$ cat src/rtl/sprite_pkg.sv
// Shared definitions for the sprite line-buffer sequencer: state encoding,
// default erase length and statistics counter width.
package sprite_pkg;

  localparam logic [2:0] ST_INIT_A     = 3'd0;
  localparam logic [2:0] ST_INIT_B     = 3'd1;
  localparam logic [2:0] ST_IDLE       = 3'd2;
  localparam logic [2:0] ST_WAIT_ERASE = 3'd3;
  localparam logic [2:0] ST_RENDER     = 3'd4;

  localparam int ERASE_CYCLES_DEFAULT = 160;
  localparam int STAT_W               = 8;

endpackage

$ cat src/rtl/sprite_erase_timer.sv
// Tracks an erase running in the line buffer: busy from the load cycle through
// counter expiry, with a done strobe on the last busy cycle.
module sprite_erase_timer
  import sprite_pkg::*;
#(
  parameter int ERASE_CYCLES = ERASE_CYCLES_DEFAULT
) (
  input  logic clk,
  input  logic rst,
  input  logic load_i,
  output logic busy_o,
  output logic done_o
);

  localparam int CNT_W = $clog2(ERASE_CYCLES + 2);
  localparam logic [CNT_W-1:0] LOAD_VAL = CNT_W'(ERASE_CYCLES + 1);

  logic [CNT_W-1:0] cnt_q, cnt_d;
  logic             busy_q, busy_d;

  always_comb begin
    if (load_i) begin
      cnt_d  = LOAD_VAL;
      busy_d = 1'b1;
    end else begin
      busy_d = busy_q && (cnt_q != '0);
      cnt_d  = (cnt_q != '0) ? cnt_q - 1'b1 : cnt_q;
    end
  end

  always_ff @(posedge clk or posedge rst) begin
    if (rst) begin
      cnt_q  <= '0;
      busy_q <= 1'b0;
    end else begin
      cnt_q  <= cnt_d;
      busy_q <= busy_d;
    end
  end

  assign busy_o = busy_q;
  // Last busy cycle; lets the sequencer act so its effect lands as busy drops.
  assign done_o = busy_q && (cnt_q == '0);

endmodule

$ cat src/rtl/sprite_linebuf_ctrl.sv
// Double-buffered sprite line buffer sequencer: init erases, per-line buffer
// swap, renderer start/abort and saturating timing-violation statistics.
module sprite_linebuf_ctrl
  import sprite_pkg::*;
#(
  parameter int ERASE_CYCLES = ERASE_CYCLES_DEFAULT,
  parameter int LINE_W       = 10
) (
  input  logic              clk,
  input  logic              rst,
  input  logic              enable,
  input  logic              line_start,
  input  logic [LINE_W-1:0] line_idx,
  input  logic              composer_line_end,
  input  logic              render_done,
  output logic              render_start,
  output logic [LINE_W-1:0] render_line,
  output logic              render_abort,
  output logic              active_render_buffer,
  output logic              composer_erase_start,
  output logic              erase_busy,
  output logic              ready,
  input  logic              stat_clr,
  output logic [STAT_W-1:0] overrun_cnt,
  output logic [STAT_W-1:0] late_cnt
);

  function automatic logic [STAT_W-1:0] sat_inc(input logic [STAT_W-1:0] v);
    return (&v) ? v : v + 1'b1;
  endfunction

  logic [2:0]        state_q, state_d;
  logic              act_q, act_d;
  logic              erased_q, erased_d;
  logic              rstart_q, rstart_d;
  logic              abort_q, abort_d;
  logic              estart_q, estart_d;
  logic              ready_q, ready_d;
  logic [LINE_W-1:0] rline_q, rline_d;
  logic [LINE_W-1:0] pend_q, pend_d;
  logic [STAT_W-1:0] ovr_q, ovr_d;
  logic [STAT_W-1:0] late_q, late_d;
  logic              erase_done;
  logic              init, live, accept_ls, swap, ovr_inc, late_inc;
  logic [LINE_W-1:0] swap_line;

  sprite_erase_timer #(.ERASE_CYCLES(ERASE_CYCLES)) u_erase_timer (
    .clk    (clk),
    .rst    (rst),
    .load_i (estart_d),
    .busy_o (erase_busy),
    .done_o (erase_done)
  );

  always_comb begin
    state_d   = state_q;
    act_d     = act_q;
    erased_d  = erased_q;
    rstart_d  = 1'b0;
    abort_d   = 1'b0;
    estart_d  = 1'b0;
    ready_d   = ready_q;
    rline_d   = rline_q;
    pend_d    = pend_q;
    ovr_d     = ovr_q;
    late_d    = late_q;
    swap      = 1'b0;
    swap_line = pend_q;
    ovr_inc   = 1'b0;
    late_inc  = 1'b0;
    init      = (state_q == ST_INIT_A) || (state_q == ST_INIT_B);
    live      = (state_q == ST_RENDER) && !render_done;
    accept_ls = line_start && enable;

    case (state_q)
      ST_INIT_A: begin
        if (!erase_busy) begin
          estart_d = 1'b1;
        end else if (erase_done) begin
          // Second erase is chained onto the first so the two run back to back.
          act_d    = ~act_q;
          estart_d = 1'b1;
          state_d  = ST_INIT_B;
        end
      end
      ST_INIT_B: begin
        if (erase_done) begin
          act_d   = ~act_q;
          ready_d = 1'b1;
          state_d = ST_IDLE;
        end
      end
      ST_IDLE, ST_RENDER: begin
        if (accept_ls) begin
          pend_d = line_idx;
          if (live) begin
            abort_d = 1'b1;
            ovr_inc = 1'b1;
          end
          if (erased_q && !erase_busy) begin
            // An abort takes this cycle's pulse slot, so the start slips one cycle.
            if (live) begin
              state_d = ST_WAIT_ERASE;
            end else begin
              swap      = 1'b1;
              swap_line = line_idx;
              state_d   = ST_RENDER;
            end
          end else begin
            estart_d = !erase_busy;
            late_inc = 1'b1;
            state_d  = ST_WAIT_ERASE;
          end
        end else begin
          if (state_q == ST_RENDER) begin
            if (render_done) begin
              state_d = ST_IDLE;
            end else if (!enable) begin
              abort_d = 1'b1;
              state_d = ST_IDLE;
            end
          end
          if (composer_line_end && !erased_q && !erase_busy) estart_d = 1'b1;
        end
      end
      ST_WAIT_ERASE: begin
        if (erase_done || !erase_busy) begin
          swap    = 1'b1;
          state_d = ST_RENDER;
        end
      end
      default: state_d = ST_INIT_A;
    endcase

    if (erase_done && !init) erased_d = 1'b1;
    if (swap) begin
      act_d    = ~act_q;
      erased_d = 1'b0;
      rline_d  = swap_line;
      rstart_d = 1'b1;
    end

    if (!init && stat_clr) begin
      ovr_d  = '0;
      late_d = '0;
    end else begin
      if (ovr_inc)  ovr_d  = sat_inc(ovr_q);
      if (late_inc) late_d = sat_inc(late_q);
    end
  end

  always_ff @(posedge clk or posedge rst) begin
    if (rst) begin
      state_q  <= ST_INIT_A;
      act_q    <= 1'b0;
      erased_q <= 1'b0;
      rstart_q <= 1'b0;
      abort_q  <= 1'b0;
      estart_q <= 1'b0;
      ready_q  <= 1'b0;
      rline_q  <= '0;
      ovr_q    <= '0;
      late_q   <= '0;
    end else begin
      state_q  <= state_d;
      act_q    <= act_d;
      erased_q <= erased_d;
      rstart_q <= rstart_d;
      abort_q  <= abort_d;
      estart_q <= estart_d;
      ready_q  <= ready_d;
      rline_q  <= rline_d;
      ovr_q    <= ovr_d;
      late_q   <= late_d;
    end
  end

  always_ff @(posedge clk) begin
    pend_q <= pend_d;
  end

  assign render_start         = rstart_q;
  assign render_line          = rline_q;
  assign render_abort         = abort_q;
  assign active_render_buffer = act_q;
  assign composer_erase_start = estart_q;
  assign ready                = ready_q;
  assign overrun_cnt          = ovr_q;
  assign late_cnt             = late_q;

endmodule

$ cat config.mk
export PLATFORM = sky130hd
export DESIGN_NAME = sprite_linebuf_ctrl
export DESIGN_NICKNAME = d
export VERILOG_FILES = /design/src/rtl/sprite_pkg.sv /design/src/rtl/sprite_erase_timer.sv /design/src/rtl/sprite_linebuf_ctrl.sv
export SDC_FILE = /design/constraint.sdc
export NUM_CORES = 1
export LEC_CHECK = 0
export CAP_MARGIN = 30
export CELL_PAD_IN_SITES_DETAIL_PLACEMENT = 0
export CELL_PAD_IN_SITES_GLOBAL_PLACEMENT = 1
export CORE_MARGIN = 2
export CORE_UTILIZATION = 37
export DETAILED_ROUTE_END_ITERATION = 8
export GPL_ROUTABILITY_DRIVEN = 0
export PLACE_DENSITY = 0.84
export SETUP_SLACK_MARGIN = 0.1
export SYNTH_ARGS = -nofsm -noshare
export SYNTH_HDL_FRONTEND = slang
export SYNTH_HIERARCHICAL = 1
export SYNTH_SLANG_ARGS = --single-unit
$ cat constraint.sdc
create_clock -name clk -period 2.5 [get_ports clk]
set_input_delay 0.375 -clock clk [delete_from_list [all_inputs] [get_ports clk]]
set_output_delay 0.375 -clock clk [all_outputs]
set_load 0.05 [all_outputs]
=== Word level (Yosys, flattened, before mapping) ===
Index checks and enable logic that the tools add are counted.

* Add/subtract/negate cells: 3
* Equality and inequality tests: 13
* Multiplexer cells: 53
* Bitwise gates (word level): 1
* Reductions and logical operators: 32

{| class="wikitable"
|+ Operators with widths
! cell !! count
|-
| 8-bit 2-to-1 mux || 8
|-
| 10-bit 2-to-1 mux || 4
|-
| 3-bit 2-to-1 mux || 10
|-
| 1-bit 2-to-1 mux || 27
|-
| 8-bit by 1-bit adder with 8-bit output (second input constant) || 2
|-
| 8-bit AND reduction || 2
|-
| 3-bit case mux with 4 select lines || 1
|-
| 2-bit inequality test (second input constant) || 5
|-
| 2-bit AND reduction || 5
|-
| 1-bit logical AND || 9
|-
| 8-bit logical NOT || 1
|-
| 2-bit nonzero test || 4
|-
| 8-bit nonzero test || 1
|-
| 8-bit by 1-bit subtractor with 8-bit output (second input constant) || 1
|-
| 3-bit by 2-bit equality test with 1-bit output (second input constant) || 2
|-
| 1-bit case mux with 2 select lines || 3
|-
| 6-bit AND reduction || 1
|-
| 1-bit logical NOT || 4
|-
| 4-bit inequality test (second input constant) || 1
|-
| 3-bit by 1-bit equality test with 1-bit output (second input constant) || 1
|-
| 3-bit equality test (second input constant) || 1
|-
| 3-bit logical NOT || 1
|-
| 3-bit by 2-bit inequality test with 1-bit output (second input constant) || 1
|-
| 3-bit inequality test (second input constant) || 1
|-
| other kinds (5) || 6
|}

* Register bits: 54
* Bits of input ports: 17
* Output and inout port bits: 32
* Word-level logic and storage cells: 115

=== Longest topological paths before layout ===
* Depth after elaboration: 8
* Mapped depth: 11
* Gate-level depth less buffers: 10

=== Modules after synthesis ===
Netlist, hierarchy kept.

{| class="wikitable"
|+ Modules (own cells, without submodules)
! module !! instances !! cells an instance !! area each (µm²) !! sequential area each (µm²)
|-
| sprite_linebuf_ctrl || 1 || 205 || 2,250.9 || 1,176.1
|-
| sprite_erase_timer || 1 || 50 || 488.0 || 225.2
|}

=== Least setup slack after synthesis ===
OpenSTA, ideal clock, no wires.

* Path type: register to register
* From: register u_erase_timer.cnt_q[3]
* To: register u_erase_timer.cnt_q[2]
* Library setup time: 0.120 ns
* Arrival time: 2.516 ns
* Data required time: 2.380 ns
* Setup slack: -0.136 ns
* Cell stages (with the launch flop): 11
* Path buffers: 2
* Period minus slack after synthesis: 2.636 ns
* Path through: dfrtp_1 or4_1 buf_2 or2_1 nor2_1 nand2b_1 a221oi_1 a21oi_1 clkbuf_1 nor2_1 a31o_1

* Cells in the longest elaborated chain, start to end: 6
* Elaborated cells on any way between the ends: 8
* Classes of those cells: mux (4); reduce/logical (4)

{| class="wikitable"
|+ RTL lines
! element !! line !! RTL
|-
| start, declared || sprite_erase_timer.sv:18 || <nowiki>logic [CNT_W-1:0] cnt_q, cnt_d;</nowiki>
|-
| start signal, assigned || sprite_erase_timer.sv:36 || <nowiki>cnt_q <= cnt_d;</nowiki>
|-
| 8-bit logical NOT (*) || sprite_erase_timer.sv:43 || <nowiki>assign done_o = busy_q && (cnt_q == '0);</nowiki>
|-
| 1-bit logical AND (*) || sprite_erase_timer.sv:43 ||
|-
| named net erase_done || sprite_linebuf_ctrl.sv:43 || <nowiki>logic erase_done;</nowiki>
|-
| 1-bit 2-to-1 mux (*) || sprite_linebuf_ctrl.sv:79 || <nowiki>end else if (erase_done) begin</nowiki>
|-
| 1-bit 2-to-1 mux (*) || sprite_linebuf_ctrl.sv:77 || <nowiki>if (!erase_busy) begin</nowiki>
|-
| 1-bit case mux with 2 select lines (*) || sprite_linebuf_ctrl.sv:75 || <nowiki>case (state_q)</nowiki>
|-
| named net estart_d || sprite_linebuf_ctrl.sv:37 || <nowiki>logic estart_q, estart_d;</nowiki>
|-
| 8-bit 2-to-1 mux / 2-bit nonzero test (equally long branches) || -- ||
|}

The timed path passes the listed nets; every way through them passes the cells marked *.
A chain may end at the register's enable or synchronous reset.

=== Worst setup path after layout ===
* From: register u_erase_timer.cnt_q[4]
* To: register u_erase_timer.cnt_q[0]

Same word-level chain as after synthesis.

==> results.cfg <==
[timing]
period_share_pct = 91.07
finalHoldViolCount = 0
worst_clock_skew_ns = 0.007652
rsz0062_at_grt = false
fin_crit_ns = 2.277
max-slew-margin-rel_pct = 63.99
finalMaxSlewViolations = 0
setup_violations = 0
fin_tns_setup_ns = 0
tightest_slew_ns = 0.5382
fmax_mhz = 439.2

[floorplanning]
start_util_pct = 37.96
core_area_um2 = 7214
die_x_um = 90.04
die_area_um2 = 8106
ios = 49
rows = 31
die_y_um = 90.04

[logic_synthesis]
async_flop_share_pct = 81.48
yosysTopAreaCellShare_pct = 40.20
ys_top_cells_by_count = dfrtp_1 (44), a21oi_1 (24), mux2_2 (20)
synth_warnings = 6
syn_nets = 276
syn_area_um2 = 2739
synth_area_leaders = dfrtp_1 (40%), edfxtp_1 (11%), mux2_2 (8.2%), a21oi_1 (4.4%), or4_1 (3.0%)
synth_ff_type = dfrtp_1
yosysUniqueCellTypes = 49
syn_inst = 255
ys_seq_area_share_pct = 51.16
avgSynthCellArea_um2 = 10.74
synth_edf_count = 10
synth.most_common_cell = dfrtp_1
ys_seq_elements = 54
yosys.area.top_type = dfrtp_1

[power]
ir_worst_vdd_mv = 0.4477
sw_frac_of_total_pct = 34.77
power_density_nw_per_um2 = 732.6
intPower_uw = 1739
switching_power_uw = 926.7
leakage_uw = 0.001424
p_clk_share_pct = 22.9
power_frac_seq_pct = 43.3
p_comb_share_pct = 33.8

[cts]
clockBufferDepth = 2
h-tree-depth = 2
numCtsBuffers = 5
clk_latency_ns = 0.31
clk_pin_slew_worst_paths_ns = 0.11
cts-root-buf = clkbuf_8
cts.sinks = 54
cts_tree = built

[layout]
drive_above_1_share_pct = 20.74
utilization_pct = 50.43
fillers = 658
syn2layout_area_growth_pct = 32.85
final_cells = 422
finalNetCount = 343
diodes = 0

[worst_hold_path]
hp-class = input pin to async pin

[setup_path]
critical_path_required_ns = 2.75
critPathKind = register to register
startpoint_type = register
cp-end-kind = register
crit_fanout = 5
crit_arrival_ns = 2.53

[placed_design]
dp_cells = 413
port_buffers = 48
dp_hpwl_mm = 4.110

[global_route]
grt_pass1_wl_mm = 9.735
antenna_found_initial = 0
grt_usage_pct = 14.42
grt_pass1_vias = 2060
overflow = 0
grt_max_degree = 36

[routing]
drt_iter0_markers = 70
drc = 0
wl_mm = 5.815
vias = 2236
ant_nets = 0
wire_per_inst_um = 13.78
dr.pass1.iters = 4
viasPerCell = 5.299

[run_status]
status = finished clean

[job]
max-cap-violations = 0
==> repair_timing <==
item,in CTS,in global routing
endpoints found under the hold margin,0,0
setup buffers,0,1
gates resized for setup,0,5
endpoints found under the setup margin,0,22
hold buffers,0,0
==> through the flow <==
stage | setup WS (ns) | hold WS [ns] | total power (µW) | area (µm²)
6_report | 0.2232 | 0.3471 | 2665 | 3638
3_3_place_gp | 0.08704 | 0.4610 | 2041 | 3491
4_1_cts | 0.1127 | 0.3674 | 2671 | 3607
2_1_floorplan | 0.1060 | 0.2029 | 1762 | 2771
5_1_grt | 0.09240 | 0.3852 | 2829 | 3638
3_5_place_dp | 0.03752 | 0.4606 | 2061 | 3491
==> path summary, 6_finish.rpt <==
path | startpoint | to | slack (ns) | depth (start not counted)
min reg2reg | ready | ready | 0.49 | 1
min | rst | u_erase_timer/cnt_q[1] | 0.35 | 2
max reg2reg | u_erase_timer/cnt_q[4] | u_erase_timer/cnt_q[0] | 0.22 | 9
max | u_erase_timer/cnt_q[4] | u_erase_timer/cnt_q[0] | 0.22 | 9
max in group asynchronous | rst | overrun_cnt[5] | 1.66 | 3
min in group clk | ready | ready | 0.49 | 1
==> final cells by class <==
class                           count  area [µm²]  area share [%]
Sequential cell                    54        1401           38.51
Tap cell                           99       123.9           3.404
Clock inverter                      3       47.55           1.307
Clock buffer                        5       68.82           1.891
Multi-Input combinational cell    178        1286           35.35
Inverter                           13       48.80           1.341
Timing Repair Buffer               70       661.9           18.19
==> metal layers <==
metal	track usage, %	vias to the layer above	routed length (µm)
met2	23.12	53	2689
met1	19.92	1078	2854
met3	2.682	6	217
met5	0	-	0
met4	4.487	0	53
li1	-	1099	-
==> critical path, stage by stage, from the launching register on <==
cell      delay [ns]
dfrtp_1         0.43
or4_1           0.55
or2_4           0.31
nor2_4          0.11
nand2b_4        0.15
a221oi_1        0.09
a21oi_2         0.22
buf_4           0.17
nor2_1          0.04
a21oi_1         0.13
==> registers in the layout (all words and copies together), names as in the netlist, 3 cells and up <==
register             flops
pend_q                  10
u_erase_timer/cnt_q      8
state_q                  3
late_cnt                 8
render_line             10
overrun_cnt              8
==> logic make-up (layout without fill, tap and decap cells) <==
family / count (synthesis) / after routing / synth area share, %
buf+inv: 23 / 91 / 3.563
xor+xnor: 2 / 2 / 0.6397
mux: 21 / 21 / 8.589
simple gates: 84 / 84 / 18.96
compound gates: 67 / 67 / 15.26
fa+ha+maj: 4 / 4 / 1.827
flops: 54 / 54 / 51.17
==> power groups by stage <==
stage	Sequential (µW)	Clock [µW]	Combinational, µW
after global routing	1180	660	990
after floorplan	1300	0	467
after global placement	1170	0	870
final	1160	610	900
after detailed placement	1170	0	888
after CTS	1160	622	892
==> placed cells by master, fill, tap and decap left out, drive strengths merged, types with 2 or more instances in the layout <==
| master | n |
|---|---|
| o21a | 4 |
| or2 | 5 |
| nand3 | 8 |
| mux2 | 20 |
| dfrtp | 44 |
| or4 | 11 |
| and3b | 2 |
| o21ai | 14 |
| a21oi | 24 |
| or4b | 2 |
| nand4 | 3 |
| clkbuf | 5 |
| o22ai | 2 |
| nor3 | 7 |
| inv | 14 |
| nand2b | 3 |
| nor4b | 3 |
| nand3b | 3 |
| a31o | 2 |
| o41ai | 4 |
| o21bai | 3 |
| edfxtp | 10 |
| or3 | 6 |
| nand2 | 9 |
| ha | 4 |
| nor2b | 3 |
| nor2 | 9 |
| and2 | 2 |
| nor3b | 3 |
| a221oi | 2 |
| clkdlybuf4s50 | 48 |
| nor4 | 2 |
| o31ai | 7 |
| buf | 22 |
Note: power is estimated with default switching activity, not from simulation.
